## config.mk

```make
export PLATFORM = sky130hd
export DESIGN_NAME = alu_vector_recorder_flat
export DESIGN_NICKNAME = d
export VERILOG_FILES = /design/src/rtl/alu_vector_recorder_if.sv /design/src/rtl/alu_vector_recorder.sv /design/src/flat_wrapper.sv
export SDC_FILE = /design/constraint.sdc
export NUM_CORES = 1
export LEC_CHECK = 0
export ABC_CLOCK_PERIOD_IN_PS = 3500
export CAP_MARGIN = 10
export CELL_PAD_IN_SITES_DETAIL_PLACEMENT = 1
export CELL_PAD_IN_SITES_GLOBAL_PLACEMENT = 1
export CORE_MARGIN = 4
export CORE_UTILIZATION = 50
export CTS_CLUSTER_DIAMETER = 50
export DETAILED_ROUTE_END_ITERATION = 16
export PLACE_DENSITY_LB_ADDON = 0.1
export SYNTH_ARGS = -nofsm -noshare
export SYNTH_HDL_FRONTEND = slang
export SYNTH_SLANG_ARGS = --single-unit
```

## constraint.sdc

```tcl
create_clock -name clk -period 3.5 [get_ports clk]
set_input_delay 0.7 -clock clk [delete_from_list [all_inputs] [get_ports clk]]
set_output_delay 0.7 -clock clk [all_outputs]
set_load 0.005 [all_outputs]
```

## src/rtl/alu_vector_recorder_if.sv

```systemverilog
// Capture and read-side bus of the ALU vector recorder.
// The master side is the ALU tap and record consumer; the slave side is the recorder.
interface alu_vector_recorder_if #(
   parameter int DATA_W = 4,
   parameter int DEPTH  = 16
);
   localparam int REC_W = 6*DATA_W + 2;
   localparam int CNT_W = $clog2(DEPTH) + 1;

   logic              clear;
   logic              cap_valid;
   logic              cap_ready;
   logic [DATA_W-1:0] cap_a;
   logic [DATA_W-1:0] cap_b;
   logic [1:0]        cap_ctrl;
   logic [DATA_W-1:0] cap_out;
   logic              flush;
   logic              rd_en;
   logic              rd_valid;
   logic [REC_W-1:0]  rd_data;
   logic [CNT_W-1:0]  count;
   logic              full;
   logic              overflow;

   modport master (
      output clear, cap_valid, cap_a, cap_b, cap_ctrl, cap_out, flush, rd_en,
      input  cap_ready, rd_valid, rd_data, count, full, overflow
   );

   modport slave (
      input  clear, cap_valid, cap_a, cap_b, cap_ctrl, cap_out, flush, rd_en,
      output cap_ready, rd_valid, rd_data, count, full, overflow
   );
endinterface

```

## src/rtl/alu_vector_recorder.sv

```systemverilog
// Packs live ALU transactions into test-vector records, merging same-A/B captures, and queues them.
// Optional feature: define ALU_REC_SIGNATURE_EN to add a rolling 8-bit signature of committed records.
//
// state    | meaning
// ST_IDLE  | no pending record
// ST_ASM   | pending record being assembled, fill mask tracks captured ctrl slots
module alu_vector_recorder #(
   parameter int DEPTH  = 16,
   parameter int DATA_W = 4
) (
   input  logic                  clk,
   input  logic                  rst_n,
   alu_vector_recorder_if.slave  bus
`ifdef ALU_REC_SIGNATURE_EN
   ,
   output logic [7:0]            signature
`endif
);
   localparam int REC_W = 6*DATA_W + 2;
   localparam int PTR_W = $clog2(DEPTH);
   localparam int CNT_W = PTR_W + 1;

   localparam logic [0:0] ST_IDLE = 1'b0;
   localparam logic [0:0] ST_ASM  = 1'b1;

   logic [0:0]                  state_q, state_d;
   logic [DATA_W-1:0]           a_q, a_d, b_q, b_d;
   logic [1:0]                  ctrl_q, ctrl_d;
   logic [3:0][DATA_W-1:0]      res_q, res_d, res_m;
   logic [3:0]                  mask_q, mask_d, mask_m, ctrl_hot;
   logic                        fire, pop, commit, load_new, full, same_pair;
   logic [REC_W-1:0]            commit_rec;

   logic [REC_W-1:0]            mem [DEPTH];
   logic [PTR_W-1:0]            wr_ptr_q, rd_ptr_q;
   logic [CNT_W-1:0]            count_q;
   logic                        overflow_q;

   assign full          = (count_q == CNT_W'(DEPTH));
   assign fire          = bus.cap_valid && !full;
   assign pop           = bus.rd_en && (count_q != '0);
   assign ctrl_hot      = 4'b0001 << bus.cap_ctrl;
   assign same_pair     = (bus.cap_a == a_q) && (bus.cap_b == b_q) && !mask_q[bus.cap_ctrl];

   assign bus.cap_ready = !full;
   assign bus.full      = full;
   assign bus.count     = count_q;
   assign bus.rd_valid  = (count_q != '0);
   assign bus.rd_data   = (count_q != '0) ? mem[rd_ptr_q] : '0;
   assign bus.overflow  = overflow_q;

   always_comb begin
      state_d    = state_q;
      a_d        = a_q;
      b_d        = b_q;
      ctrl_d     = ctrl_q;
      res_d      = res_q;
      mask_d     = mask_q;
      commit     = 1'b0;
      load_new   = 1'b0;
      res_m      = res_q;
      res_m[bus.cap_ctrl] = bus.cap_out;
      mask_m     = mask_q | ctrl_hot;
      commit_rec = {a_q, b_q, ctrl_q, res_q[0], res_q[1], res_q[2], res_q[3]};
      case (state_q)
         ST_IDLE: begin
            if (fire) begin
               load_new = 1'b1;
               state_d  = ST_ASM;
            end
         end
         ST_ASM: begin
            if (fire) begin
               if (same_pair && (mask_m == 4'b1111)) begin
                  commit     = 1'b1;
                  commit_rec = {a_q, b_q, bus.cap_ctrl, res_m[0], res_m[1], res_m[2], res_m[3]};
                  mask_d     = '0;
                  state_d    = ST_IDLE;
               end else if (same_pair) begin
                  res_d  = res_m;
                  mask_d = mask_m;
                  ctrl_d = bus.cap_ctrl;
               end else begin
                  commit   = 1'b1;
                  load_new = 1'b1;
               end
            // a flush against a full FIFO waits until a slot frees rather than dropping the record
            end else if (bus.flush && (!full || pop)) begin
               commit  = 1'b1;
               mask_d  = '0;
               state_d = ST_IDLE;
            end
         end
         default: state_d = ST_IDLE;
      endcase
      if (load_new) begin
         a_d    = bus.cap_a;
         b_d    = bus.cap_b;
         ctrl_d = bus.cap_ctrl;
         res_d  = '0;
         res_d[bus.cap_ctrl] = bus.cap_out;
         mask_d = ctrl_hot;
      end
   end

   always_ff @(posedge clk or negedge rst_n) begin
      if (!rst_n) begin
         state_q <= ST_IDLE;
         a_q     <= '0;
         b_q     <= '0;
         ctrl_q  <= '0;
         res_q   <= '0;
         mask_q  <= '0;
      end else if (bus.clear) begin
         state_q <= ST_IDLE;
         a_q     <= '0;
         b_q     <= '0;
         ctrl_q  <= '0;
         res_q   <= '0;
         mask_q  <= '0;
      end else begin
         state_q <= state_d;
         a_q     <= a_d;
         b_q     <= b_d;
         ctrl_q  <= ctrl_d;
         res_q   <= res_d;
         mask_q  <= mask_d;
      end
   end

   always_ff @(posedge clk or negedge rst_n) begin
      if (!rst_n) begin
         wr_ptr_q   <= '0;
         rd_ptr_q   <= '0;
         count_q    <= '0;
         overflow_q <= 1'b0;
      end else if (bus.clear) begin
         wr_ptr_q   <= '0;
         rd_ptr_q   <= '0;
         count_q    <= '0;
         overflow_q <= 1'b0;
      end else begin
         if (commit) wr_ptr_q <= wr_ptr_q + PTR_W'(1);
         if (pop)    rd_ptr_q <= rd_ptr_q + PTR_W'(1);
         if (commit && !pop)      count_q <= count_q + CNT_W'(1);
         else if (pop && !commit) count_q <= count_q - CNT_W'(1);
         if (bus.cap_valid && full) overflow_q <= 1'b1;
      end
   end

   always_ff @(posedge clk) begin
      if (commit && !bus.clear) mem[wr_ptr_q] <= commit_rec;
   end

`ifdef ALU_REC_SIGNATURE_EN
   logic [7:0] fold;

   generate
      if (REC_W == 26) begin : g_fold_default
         // ctrl bits are skipped here so the A/B pair folds in as one whole byte
         assign fold = commit_rec[7:0] ^ commit_rec[15:8] ^ commit_rec[25:18];
      end else begin : g_fold_bytes
         localparam int NB = (REC_W + 7) / 8;
         logic [NB*8-1:0] ext;
         always_comb begin
            ext = '0;
            ext[REC_W-1:0] = commit_rec;
            fold = '0;
            for (int i = 0; i < NB; i++) fold = fold ^ ext[i*8 +: 8];
         end
      end
   endgenerate

   always_ff @(posedge clk or negedge rst_n) begin
      if (!rst_n)         signature <= '0;
      else if (bus.clear) signature <= '0;
      else if (commit)    signature <= {signature[6:0], signature[7]} ^ fold;
   end
`endif
endmodule
```

## src/flat_wrapper.sv

```systemverilog
// flat-port wrapper written by rule: the top's interface ports become plain ports
module alu_vector_recorder_flat 
#(
   parameter int DEPTH  = 16,
   parameter int DATA_W = 4
)
  (clk, rst_n, bus_clear, bus_cap_valid, bus_cap_a, bus_cap_b, bus_cap_ctrl, bus_cap_out, bus_flush, bus_rd_en, bus_cap_ready, bus_rd_valid, bus_rd_data, bus_count, bus_full, bus_overflow);
  alu_vector_recorder_if #(.DATA_W(DATA_W), .DEPTH(DEPTH)) bus_i ();
  input  logic clk;
  input  logic rst_n;
  input wire logic [$bits(bus_i.clear)-1:0] bus_clear;
  input wire logic [$bits(bus_i.cap_valid)-1:0] bus_cap_valid;
  input wire logic [$bits(bus_i.cap_a)-1:0] bus_cap_a;
  input wire logic [$bits(bus_i.cap_b)-1:0] bus_cap_b;
  input wire logic [$bits(bus_i.cap_ctrl)-1:0] bus_cap_ctrl;
  input wire logic [$bits(bus_i.cap_out)-1:0] bus_cap_out;
  input wire logic [$bits(bus_i.flush)-1:0] bus_flush;
  input wire logic [$bits(bus_i.rd_en)-1:0] bus_rd_en;
  output wire logic [$bits(bus_i.cap_ready)-1:0] bus_cap_ready;
  output wire logic [$bits(bus_i.rd_valid)-1:0] bus_rd_valid;
  output wire logic [$bits(bus_i.rd_data)-1:0] bus_rd_data;
  output wire logic [$bits(bus_i.count)-1:0] bus_count;
  output wire logic [$bits(bus_i.full)-1:0] bus_full;
  output wire logic [$bits(bus_i.overflow)-1:0] bus_overflow;
  assign bus_i.clear = bus_clear;
  assign bus_i.cap_valid = bus_cap_valid;
  assign bus_i.cap_a = bus_cap_a;
  assign bus_i.cap_b = bus_cap_b;
  assign bus_i.cap_ctrl = bus_cap_ctrl;
  assign bus_i.cap_out = bus_cap_out;
  assign bus_i.flush = bus_flush;
  assign bus_i.rd_en = bus_rd_en;
  assign bus_cap_ready = bus_i.cap_ready;
  assign bus_rd_valid = bus_i.rd_valid;
  assign bus_rd_data = bus_i.rd_data;
  assign bus_count = bus_i.count;
  assign bus_full = bus_i.full;
  assign bus_overflow = bus_i.overflow;
  alu_vector_recorder #(.DEPTH(DEPTH), .DATA_W(DATA_W)) u_core (.clk(clk), .rst_n(rst_n), .bus(bus_i));
endmodule
```

==> results of run 1 <==
Yosys cell counts, types with 7 or more instances:
cell	count	area share
a21oi_1	9	0.0024
mux2i_1	15	0.0082
and2_1	26	0.0088
and3_1	20	0.0068
nor2_1	25	0.0051
nand2_1	16	0.0033
nor3_1	8	0.0022
mux2_2	21	0.013
a22o_1	7	0.0033
ha_1	9	0.0061
xor2_1	7	0.0033
dfrtp_1	45	0.061
a32o_1	12	0.0065
clkbuf_1	30	0.0061
edfxtp_1	416	0.68
buf_1	11	0.0022
inv_1	8	0.0016
mux4_2	130	0.16
final cells by class:
class                      instances  area, um2
sequential                       461      13600
fill                            2980      13400
multi-input combinational        354       4630
timing repair buffer             185       2120
clock buffer                      64       1300
tap                              461        577
clock inverter                    25        186
inverter                           8       30.0
worst max-delay path: stages (launching register included):
cell and delay [ns]:
dfrtp_4 0.51, buf_12 0.17, buf_8 0.13, buf_16 0.13, buf_12 0.13, mux4_2 0.43, mux4_2 0.48, and2_4 0.18
buf_6 0.11
metrics by stage:
stage	utilization	setup TNS, ns	power, mW	worst slack, ns	instances
final	0.626	-0.0673	15.2	-0.0327	1558
after global routing	0.626	-0.519	15.9	-0.0941	1558
after CTS	0.621	-1.22	15.0	-0.140	1539
after detailed placement	0.561	-71.83	9.61	-0.425	1406
after global placement	0.561	-38.80	9.49	-0.209	1406
after floorplan	-	0	8.16	0.118	869
registers in the layout, summed over array words and instances, names as in the netlist:
signal / count
u_core.mem: 416
u_core.bus.overflow: 1
u_core.mask_q: 4
u_core.a_q: 4
u_core.wr_ptr_q: 4
u_core.b_q: 4
u_core.ctrl_q: 2
u_core.bus.count: 5
u_core.rd_ptr_q: 4
u_core.state_q: 1
u_core.res_q: 16
worst min path at each step:
stage | startpoint | endpoint | slack (ns)
floorplan | rst_n | u_core.a_q[0] | 0.40
global placement | u_core.res_q[12] | u_core.res_q[12] | 0.48
global route | rst_n | u_core.rd_ptr_q[2] | 0.28
detailed placement | u_core.bus.overflow | u_core.bus.overflow | 0.49
CTS | rst_n | u_core.mask_q[0] | 0.23
finish | rst_n | u_core.rd_ptr_q[2] | 0.23
power by group through the flow:
stage / sequential [mW] / combinational (mW) / clock (mW)
floorplan: 6.29 / 1.87 / 0
global placement: 6.39 / 3.10 / 0
detailed placement: 6.41 / 3.20 / 0
CTS: 6.25 / 3.90 / 4.89
global route: 6.26 / 4.45 / 5.18
finish: 6.25 / 4.14 / 4.81
metal layers:
layer / share of wire / GRT usage
met4: 0.019 / 0.0599
met2: 0.52 / 0.425
met3: 0.053 / 0.0384
met5: 0 / 0
met1: 0.40 / 0.332
kinds of logic after synthesis:
| kind of cell | after synthesis |
|---|---|
| compound gates | 51 |
| fa+ha+maj | 10 |
| simple gates | 114 |
| flops | 461 |
| xor+xnor | 13 |
| buf+inv | 54 |
| mux | 166 |
repair_timing:
action,4_1_cts,5_1_grt
resized for setup,104,65
setup buffers,37,25
cloned,8,1
setup endpoints to repair,26,25
==> summary.md, run 1 <==
| Metric | Value |
|---|---|
| Status | `finished with violations` |
| Failing checks | `setup timing` |
| Slew Limit Fails | `0` |
| Syn. warnings | `0` |
| Ant. Diodes | `0` |
| Worst EP required | `between 2 and 3 ns` |
| CTS tree | `yes` |
| GRT Util Overall | `0.245` |
| Nets@finish | `between 1k and 1.5k` |
| Sequential power share | `0.411` |
| DRT Wirelength | `47300 um` |
| DRT iter0 DRCs | `approximately 900` |
| Max-cap viol count | `0` |
| Syn Area/Cell | `between 20 and 25 um2` |
| Post-Syn Area | `~0.018 mm2` |
| Most common cell after layout, fill and taps aside | `edfxtp_1` |
| CP Launch Type | `flip-flop` |
| Number of flops mapped to enable cells by yosys | `about 420` |
| Net Sw Power | `approximately 4 mW` |
| Maximum VDD drop | `around 500 uV` |
| CTS sink cnt | `roughly 460` |
| Switching Fraction | `0.260` |
| Chip Width | `between 150 and 200 um` |
| Final Critical Period | `about 3.5 ns` |
| Crit path capture type | `primary output` |
| IO Pins | `55` |
| Reg2Reg Depth | `13` |
| Critical Path Start | `u_core.rd_ptr_q[0]` |
| Largest family of logic cells by synthesized area | `multiplexers` |
| FF-to-FF End | `u_core.bus.count[4]` |
| # hold bufs at CTS | `0` |
| XOR/XNOR Fraction of Synth Area | `0.00619` |
| Chip height | `around 200 um` |
| Yosys cell types | `41` |
| Critical Path AT | `2.83 ns` |
| Port Buffers | `between 50 and 60` |
| Pwr/cell area | `676 mW/mm2` |
| Vias per Instance | `between 6 and 7` |
| Die Area | `approximately 0.040 mm2` |
| Syn Nets | `roughly 900` |
| Skew final | `roughly 0.021 ns` |
| Vias | `approximately 9.5k` |
| Compound-Gate Fraction of Synth Area | `0.0218` |
| Post-synthesis sequential area ratio | `0.740` |
| FMAX | `about 0.28 GHz` |
| Hold Violations, Final | `0` |
| Setup violators final | `4` |
| Slew HR | `0.444` |
| Final period util | `1.01` |
| Area grow syn2layout | `22.2%` |
| Root buf cell | `clkbuf_16` |
| Critical Path Fanout Max | `5` |
| Syn Inst Count | `roughly 870` |
| Clk pwr share | `0.316` |
| Total core area | `around 0.036 mm2` |
| Post-Synth Adder-Cell Area | `0.00721` |
| Commonest non-fill, non-tap cells in the layout | `edfxtp_1, mux4_2, buf_4` |
| Row cnt | `69` |
| Mux cell area share after synthesis | `0.180` |
| Share of cells above drive strength 1 | `0.367` |
| DRT Pass-1 Iters | `5` |
| Worst Max-Slew Pin Slew | `0.834 ns` |
| Post-synthesis async set-or-reset flop share | `0.0976` |
| Internal | `about 11 mW` |
| Clk Latency, worst-skew pair | `approximately 0.58 ns` |
| Post-route cell area | `~0.022 mm2` |
| Initial Util | `0.512` |
| Remaining DRCs | `0` |
| Hold Slack | `approximately 0.23 ns` |
| R2R setup slack | `a little over 0.3 ns` |
| Synthesized flop and latch total | `about 460` |
| Post-DRT Antenna Nets | `0` |
| CTS clock-pin slew for the worst setup and hold paths | `approximately 0.06 ns` |
| RSZ-0062 raised after global routing | `true` |
| Worst min-delay path class | `in2async` |
| Total gr overflow | `0` |
| Max clock buf depth | `3` |
| Number of buffers created by CTS | `49` |
| Vias in the first global route | `about 10k` |
| Final WS setup | `-0.0327 ns` |
| Worst setup path endpoint | `bus_rd_data[20]` |
| Area post-placement | `0.0202 mm2` |
| First-pass GRT wire length | `about 70000 um` |
| Worst r2r src | `u_core.a_q[0]` |
| Initial antenna violation count | `0` |
| Comb power frac | `0.272` |
| Setup CP Type | `reg2out` |
| Gp weighted congestion | `between 0.8 and 0.9` |
| Area share of and/or/nand/nor cells after synthesis | `0.0331` |
| WL/cell | `around 30 um` |
| Pin count of the biggest net entering global routing | `33` |
| H-tree depth | `2` |
| Leakage power | `roughly 7.7 nW` |
| Main flop type after synthesis | `edfxtp_1` |
| DP HPWL | `25300 um` |
No activity file was read; power rests on OpenSTA's default activity.
==> run 2, diff against run 1 <==
--- a/config.mk
+++ b/config.mk
@@ -5,6 +5,7 @@
 export SDC_FILE = /design/constraint.sdc
 export NUM_CORES = 1
 export LEC_CHECK = 0
+export ABC_AREA = 1
 export ABC_CLOCK_PERIOD_IN_PS = 3500
 export CAP_MARGIN = 10
 export CELL_PAD_IN_SITES_DETAIL_PLACEMENT = 1
@@ -14,6 +15,7 @@
 export CTS_CLUSTER_DIAMETER = 50
 export DETAILED_ROUTE_END_ITERATION = 16
 export PLACE_DENSITY_LB_ADDON = 0.1
+export SKIP_CTS_REPAIR_TIMING = 1
 export SYNTH_ARGS = -nofsm -noshare
 export SYNTH_HDL_FRONTEND = slang
 export SYNTH_SLANG_ARGS = --single-unit
==> summary.md, run 2 <==
| Metric | Value |
|---|---|
| R2R setup slack | `approximately 0.77 ns` |
| Number of buffers created by CTS | `50` |
| Crit path capture type | `primary output` |
| Worst r2r src | `u_core.bus.count[0]` |
| Post-route cell area | `approximately 0.023 mm2` |
| Pwr/cell area | `around 700 mW/mm2` |
| Chip Width | `approximately 200 um` |
| CTS clock-pin slew for the worst setup and hold paths | `approximately 0.060 ns` |
| Sequential power share | `0.381` |
| Placed insts | `2121` |
| Total gr overflow | `0` |
| Commonest non-fill, non-tap cells in the layout | `edfxtp_1, o21ai_0, nor2_1` |
| Post-DRT Antenna Nets | `0` |
| Yosys cell types | `33` |
| Worst path slowest cell | `dfrtp_4` |
| Most common cell after layout, fill and taps aside | `edfxtp_1` |
| Root buf cell | `clkbuf_16` |
| Setup CP Type | `reg2out` |
| WL/cell | `~27 um` |
| Post-Synth Adder-Cell Area | `0.00696` |
| Yosys top cell area share | `0.656` |
| Buffer and inverter count on the worst path | `5` |
| Gp weighted congestion | `0.812` |
| Post-synthesis async set-or-reset flop share | `0.0976` |
| Syn Nets | `~1.6k` |
| Worst Max-Slew Pin Slew | `approximately 0.63 ns` |
| Area grow syn2layout | `22.3%` |
| Syn Inst Count | `1568` |
| Reg2Reg Depth | `15` |
| CTS tree | `yes` |
| Maximum VDD drop | `~360 uV` |
| Fillers | `~3.7k` |
| FMAX | `between 0.2 and 0.3 GHz` |
| Pin count of the biggest net entering global routing | `84` |
| Leakage power | `~8.3 nW` |
| Syn. warnings | `0` |
| Top reg by flops | `u_core.mem` |
| DRT Pass-1 Iters | `5` |
| Area contributors post-synth | `edfxtp_1, o21ai_0, dfrtp_1` |
| Initial antenna violation count | `0` |
| Critical Path AT | `roughly 3 ns` |
| Net Sw Power | `between 5 and 6 mW` |
| Total core area | `between 0.03 and 0.04 mm2` |
| Slew Limit Fails | `0` |
| Status | `finished with violations` |
| Vias | `~14k` |
| Final WS setup | `-0.137 ns` |
| Metal1 wirelength | `24300 um` |
| Slew HR | `0.581` |
| Routed length on met3 | `between 4000 and 5000 um` |
| DRT iter0 DRCs | `1517` |
| Remaining DRCs | `0` |
| Area post-placement | `~0.021 mm2` |
| Row cnt | `71` |
| Met2 WL post-DR | `roughly 30000 um` |
| Internal | `between 10 and 15 mW` |
| Vias per Instance | `6.24` |
| Final period util | `1.04` |
| Chip height | `slightly above 200 um` |
| DP HPWL | `around 33000 um` |
| Port Buffers | `54` |
| Die Area | `between 0.04 and 0.05 mm2` |
| Top-count cell post-synth | `edfxtp_1` |
| Hold Violations, Final | `0` |
| FF-to-FF End | `u_core.bus.count[4]` |
| Critical Path Fanout Max | `10` |
| Crit-path leading delay family | `buffers and inverters` |
| Number of flops mapped to enable cells by yosys | `416` |
| Top cells by count, synth | `edfxtp_1, o21ai_0, nor2_1, nand2_1` |
| H-tree depth | `2` |
| Finished Layout Cells | `2246` |
| Comb power frac | `0.299` |
| Vias in the first global route | `about 14k` |
| First-pass GRT wire length | `85200 um` |
| CP cell instances | `buf_4 > buf_12 > buf_6 > buf_6 > o21ai_0 > o22ai_1 > o21ai_0 > a21oi_2 > clkdlybuf4s50_1` |
| Skew final | `about 0.022 ns` |
| Synthesized flop and latch total | `461` |
| Worst min-delay path class | `in2async` |
| CTS sink cnt | `461` |
| Post-synthesis sequential area ratio | `0.715` |
| Crit path largest cell delay | `0.47 ns` |
| Largest family of logic cells by synthesized area | `compound AO/OA/AOI/OAI gates` |
| Mux cell area share after synthesis | `0` |
| Number of flip-flops in the largest register | `approximately 420` |
| Worst EP required | `about 2.8 ns` |
| Share of cells above drive strength 1 | `0.149` |
| Main flop type after synthesis | `edfxtp_1` |
| Switching Fraction | `0.321` |
| Failing checks | `setup timing` |
| DRT Wirelength | `61000 um` |
| Max-cap viol count | `0` |
| XOR/XNOR Fraction of Synth Area | `0.00276` |
| Max clock buf depth | `3` |
| RSZ-0062 raised after global routing | `true` |
| Final Critical Period | `about 3.6 ns` |
| Post-Syn Area | `about 0.019 mm2` |
| Clk pwr share | `0.320` |
| Area share of and/or/nand/nor cells after synthesis | `0.111` |
| CP Launch Type | `flip-flop` |
| Setup violators final | `4` |
| Syn Area/Cell | `12.1 um2` |
| Setup TNS | `-0.383 ns` |
| Nets@finish | `around 1.7k` |
| Highest routed metal layer | `met4` |
| Clk Latency, worst-skew pair | `roughly 0.58 ns` |
| Compound-Gate Fraction of Synth Area | `0.133` |
| IO Pins | `55` |
| Area leader, netlist | `edfxtp_1` |
| GRT Util Overall | `0.269` |
| Initial Util | `0.507` |
-- run 2: cell types whose count changed after synthesis, moves of 40 or more --
cell,before,now
nand3_1,5,78
clkbuf_1,30,71
o221ai_1,0,78
nand2_1,16,151
mux4_2,130,0
o21ai_0,4,270
nor2_1,25,262
inv_1,8,48
-- run 2: power by group through the flow --
stage	Clock [mW]	Combinational (mW)	Sequential, mW
6_report	5.25	4.90	6.25
5_1_grt	5.56	5.23	6.26
4_1_cts	5.28	3.95	6.26
3_5_place_dp	0	3.90	6.37
3_3_place_gp	0	3.76	6.37
2_1_floorplan	0	2.13	6.36
-- run 2: worst max-delay path by stage --
stage                           to  slack [ns]                from  cells past startpoint
2_1_floorplan    u_core.mem[12][0]       -0.33     bus_cap_ctrl[1]                     11
3_3_place_gp   u_core.bus.count[4]        0.19     bus_cap_ctrl[1]                     18
3_5_place_dp   u_core.bus.count[4]        0.14     bus_cap_ctrl[1]                     18
4_1_cts            bus_rd_data[12]       -0.33  u_core.rd_ptr_q[0]                      9
5_1_grt            bus_rd_data[12]       -0.21  u_core.rd_ptr_q[0]                      9
6_report           bus_rd_data[12]       -0.14  u_core.rd_ptr_q[0]                      9
-- run 2: area by class of cell --
type,count,area (um2),area share
multi-input combinational,957,4990,0.215
timing repair inverter,1,11.3,0.000484
clock buffer,66,1330,0.0572
timing repair buffer,173,2180,0.0937
sequential,461,13600,0.585
tap,511,639,0.0275
antenna,1,2.50,0.000107
clock inverter,24,267,0.0114
inverter,52,230,0.00989
-- run 2: cells by family after synthesis --
group	count (synthesis)
adder cells (fa/ha/maj)	10
buffers and inverters	150
AND/OR/NAND/NOR	510
XOR/XNOR	6
AO/OA/AOI/OAI	431
flip-flops	461
-- run 2: per-layer routing --
layer | up-vias | track usage
met2 | 707 | 0.456
li1 | 6029 | -
met4 | 0 | 0.0860
met3 | 124 | 0.0377
met5 | - | 0
met1 | 7147 | 0.366
-- run 2: through the flow --
| stage | power (mW) | hold WS (ns) | worst slack (ns) | util |
|---|---|---|---|---|
| after floorplan | 8.49 | 0.404 | -0.328 | - |
| after global placement | 10.1 | 0.464 | 0.187 | 0.558 |
| after detailed placement | 10.3 | 0.469 | 0.140 | 0.558 |
| after CTS | 15.5 | 0.117 | -0.331 | 0.600 |
| after global routing | 17.0 | 0.139 | -0.206 | 0.620 |
| final | 16.4 | 0.118 | -0.137 | 0.620 |
-- run 2: worst reg2reg max path: cells and delay by family, from the launching register on --
family | cells | cell delay [ns]
fa+ha+maj | 1 | 0.45
flops | 1 | 0.46
xor+xnor | 1 | 0.17
simple gates | 11 | 1.38
buf+inv | 2 | 0.16
==> run 3, diff against run 2 <==
--- a/config.mk
+++ b/config.mk
@@ -19,3 +19,4 @@
 export SYNTH_ARGS = -nofsm -noshare
 export SYNTH_HDL_FRONTEND = slang
 export SYNTH_SLANG_ARGS = --single-unit
+export TNS_END_PERCENT = 5
==> summary.md, run 3 (synthesis gave the netlist of run 2 again) <==
| Metric | Value |
|---|---|
| Critical Path Fanout Max | `37` |
| Crit path capture type | `primary output` |
| Highest routed metal layer | `met4` |
| CP cell instances | `buf_12 > buf_16 > o21ai_0 > o221ai_1 > nand3_1 > a21oi_2 > clkdlybuf4s50_1` |
| WL/cell | `26.0 um` |
| Worst path slowest cell | `dfrtp_4` |
| R2R setup slack | `0.80 ns` |
| FF+latch area | `~0.014 mm2` |
| Row cnt | `about 70` |
| Placed insts | `around 2.1k` |
| Commonest non-fill, non-tap cells in the layout | `edfxtp_1, o21ai_0, nor2_1` |
| DRT Wirelength | `just under 60000 um` |
| Top reg by flops | `u_core.mem` |
| Gp weighted congestion | `approximately 0.8` |
| Post-Place Worst Slack | `roughly 0.14 ns` |
| Vias in the first global route | `~14k` |
| Skew final | `0.0191 ns` |
| Critical Path AT | `~2.9 ns` |
| Initial Util | `0.507` |
| Worst EP required | `~2.8 ns` |
| DRT iter0 DRCs | `between 1k and 1.5k` |
| CTS clock-pin slew for the worst setup and hold paths | `0.07 ns` |
| Failing checks | `setup timing` |
| Ant. Diodes | `0` |
| Max-cap viol count | `0` |
| Final Critical Period | `between 3 and 4 ns` |
| Fillers | `approximately 3.7k` |
| Metal1 wirelength | `between 20000 and 25000 um` |
| GRT Util Overall | `0.269` |
| Worst min-delay path class | `in2async` |
| Clk Latency, worst-skew pair | `0.58 ns` |
| Worst Max-Slew Pin Slew | `0.619 ns` |
| Number of flip-flops in the largest register | `approximately 420` |
| FF-to-FF End | `u_core.bus.count[4]` |
| Initial antenna violation count | `0` |
| DP HPWL | `between 30000 and 40000 um` |
| CTS sink cnt | `461` |
| Setup CP Type | `reg2out` |
| IO Pins | `55` |
| Worst r2r src | `u_core.bus.count[0]` |
| Post-route cell area | `0.0229 mm2` |
| Root buf cell | `clkbuf_16` |
| Chip height | `203 um` |
| Total core area | `roughly 0.038 mm2` |
| DRT Pass-1 Iters | `7` |
| Area post-placement | `0.0210 mm2` |
| Reg2Reg Depth | `15` |
| Critical Path Start | `u_core.rd_ptr_q[0]` |
| RSZ-0062 raised after global routing | `true` |
| First-pass GRT wire length | `around 85000 um` |
| Hold Violations, Final | `0` |
| Setup violators final | `17` |
| Met2 WL post-DR | `28900 um` |
| Post-DRT Antenna Nets | `0` |
| Remaining DRCs | `0` |
| Chip Width | `around 200 um` |
| Pwr/cell area | `roughly 700 mW/mm2` |
| Maximum VDD drop | `357 uV` |
| Vias per Instance | `between 6 and 7` |
| Share of cells above drive strength 1 | `0.134` |
| Slew Limit Fails | `0` |
| Leakage power | `between 8 and 9 nW` |
| H-tree depth | `2` |
| Slew HR | `0.586` |
| Most common cell after layout, fill and taps aside | `edfxtp_1` |
| Finished Layout Cells | `2221` |
| Die Area | `about 0.041 mm2` |
| Total gr overflow | `0` |
| Nets@finish | `about 1.7k` |
| Port Buffers | `between 50 and 60` |
| Final period util | `1.03` |
| Routed length on met3 | `approximately 3700 um` |
| Final WS setup | `-0.101 ns` |
| Crit path largest cell delay | `0.59 ns` |
| Hold Slack | `roughly 0.12 ns` |
| CTS tree | `yes` |
| Worst setup path endpoint | `bus_rd_data[13]` |
| Multi-input logic area | `between 0.004 and 0.005 mm2` |
| Pin count of the biggest net entering global routing | `84` |
| Number of buffers created by CTS | `50` |
| Status | `finished with violations` |
| Area grow syn2layout | `20.3%` |
| Vias | `between 10k and 15k` |
| FMAX | `0.278 GHz` |
| Max clock buf depth | `3` |
| CP Launch Type | `flip-flop` |
run 3: per-layer routing:
layer | vias up | global-route usage
met3 | 102 | 0.0377
met1 | 6902 | 0.366
met5 | - | 0
met4 | 0 | 0.0860
li1 | 5968 | -
met2 | 543 | 0.456
run 3: where the power goes:
| group | internal, mW | switching, mW |
|---|---|---|
| clock network | 3.06 | 2.19 |
| logic | 1.66 | 2.68 |
| registers | 6.16 | 0.128 |
| total | 10.9 | 5.00 |
run 3: worst min-delay path by stage:
stage / endpoint / slack (ns) / depth (start not counted)
final: u_core.rd_ptr_q[3] / 0.12 / 1
after global routing: u_core.rd_ptr_q[3] / 0.14 / 1
after CTS: u_core.res_q[4] / 0.12 / 1
after detailed placement: u_core.res_q[6] / 0.47 / 2
after global placement: u_core.res_q[4] / 0.46 / 2
after floorplan: u_core.a_q[0] / 0.40 / 0
run 3: critical path: cells and delay by family, from the launching register on:
| kind | cells | cell delay [ns] |
|---|---|---|
| AO/OA/AOI/OAI | 3 | 0.70 |
| buffers and inverters | 3 | 0.88 |
| flip-flops | 1 | 0.59 |
| AND/OR/NAND/NOR | 1 | 0.13 |
run 3: cell type report:
class / count / share of cell area
timing repair buffer: 150 / 0.0803
inverter: 52 / 0.00989
clock buffer: 66 / 0.0582
sequential: 461 / 0.595
tap: 511 / 0.0279
multi-input combinational: 957 / 0.217
clock inverter: 24 / 0.0116
run 3: stage by stage:
step	TNS [ns]	util	total power, mW
floorplan	-34.12	-	8.49
global placement	0	0.558	10.1
detailed placement	0	0.558	10.3
CTS	-4.76	0.600	15.5
global route	-2.71	0.610	16.5
finish	-0.846	0.610	15.9
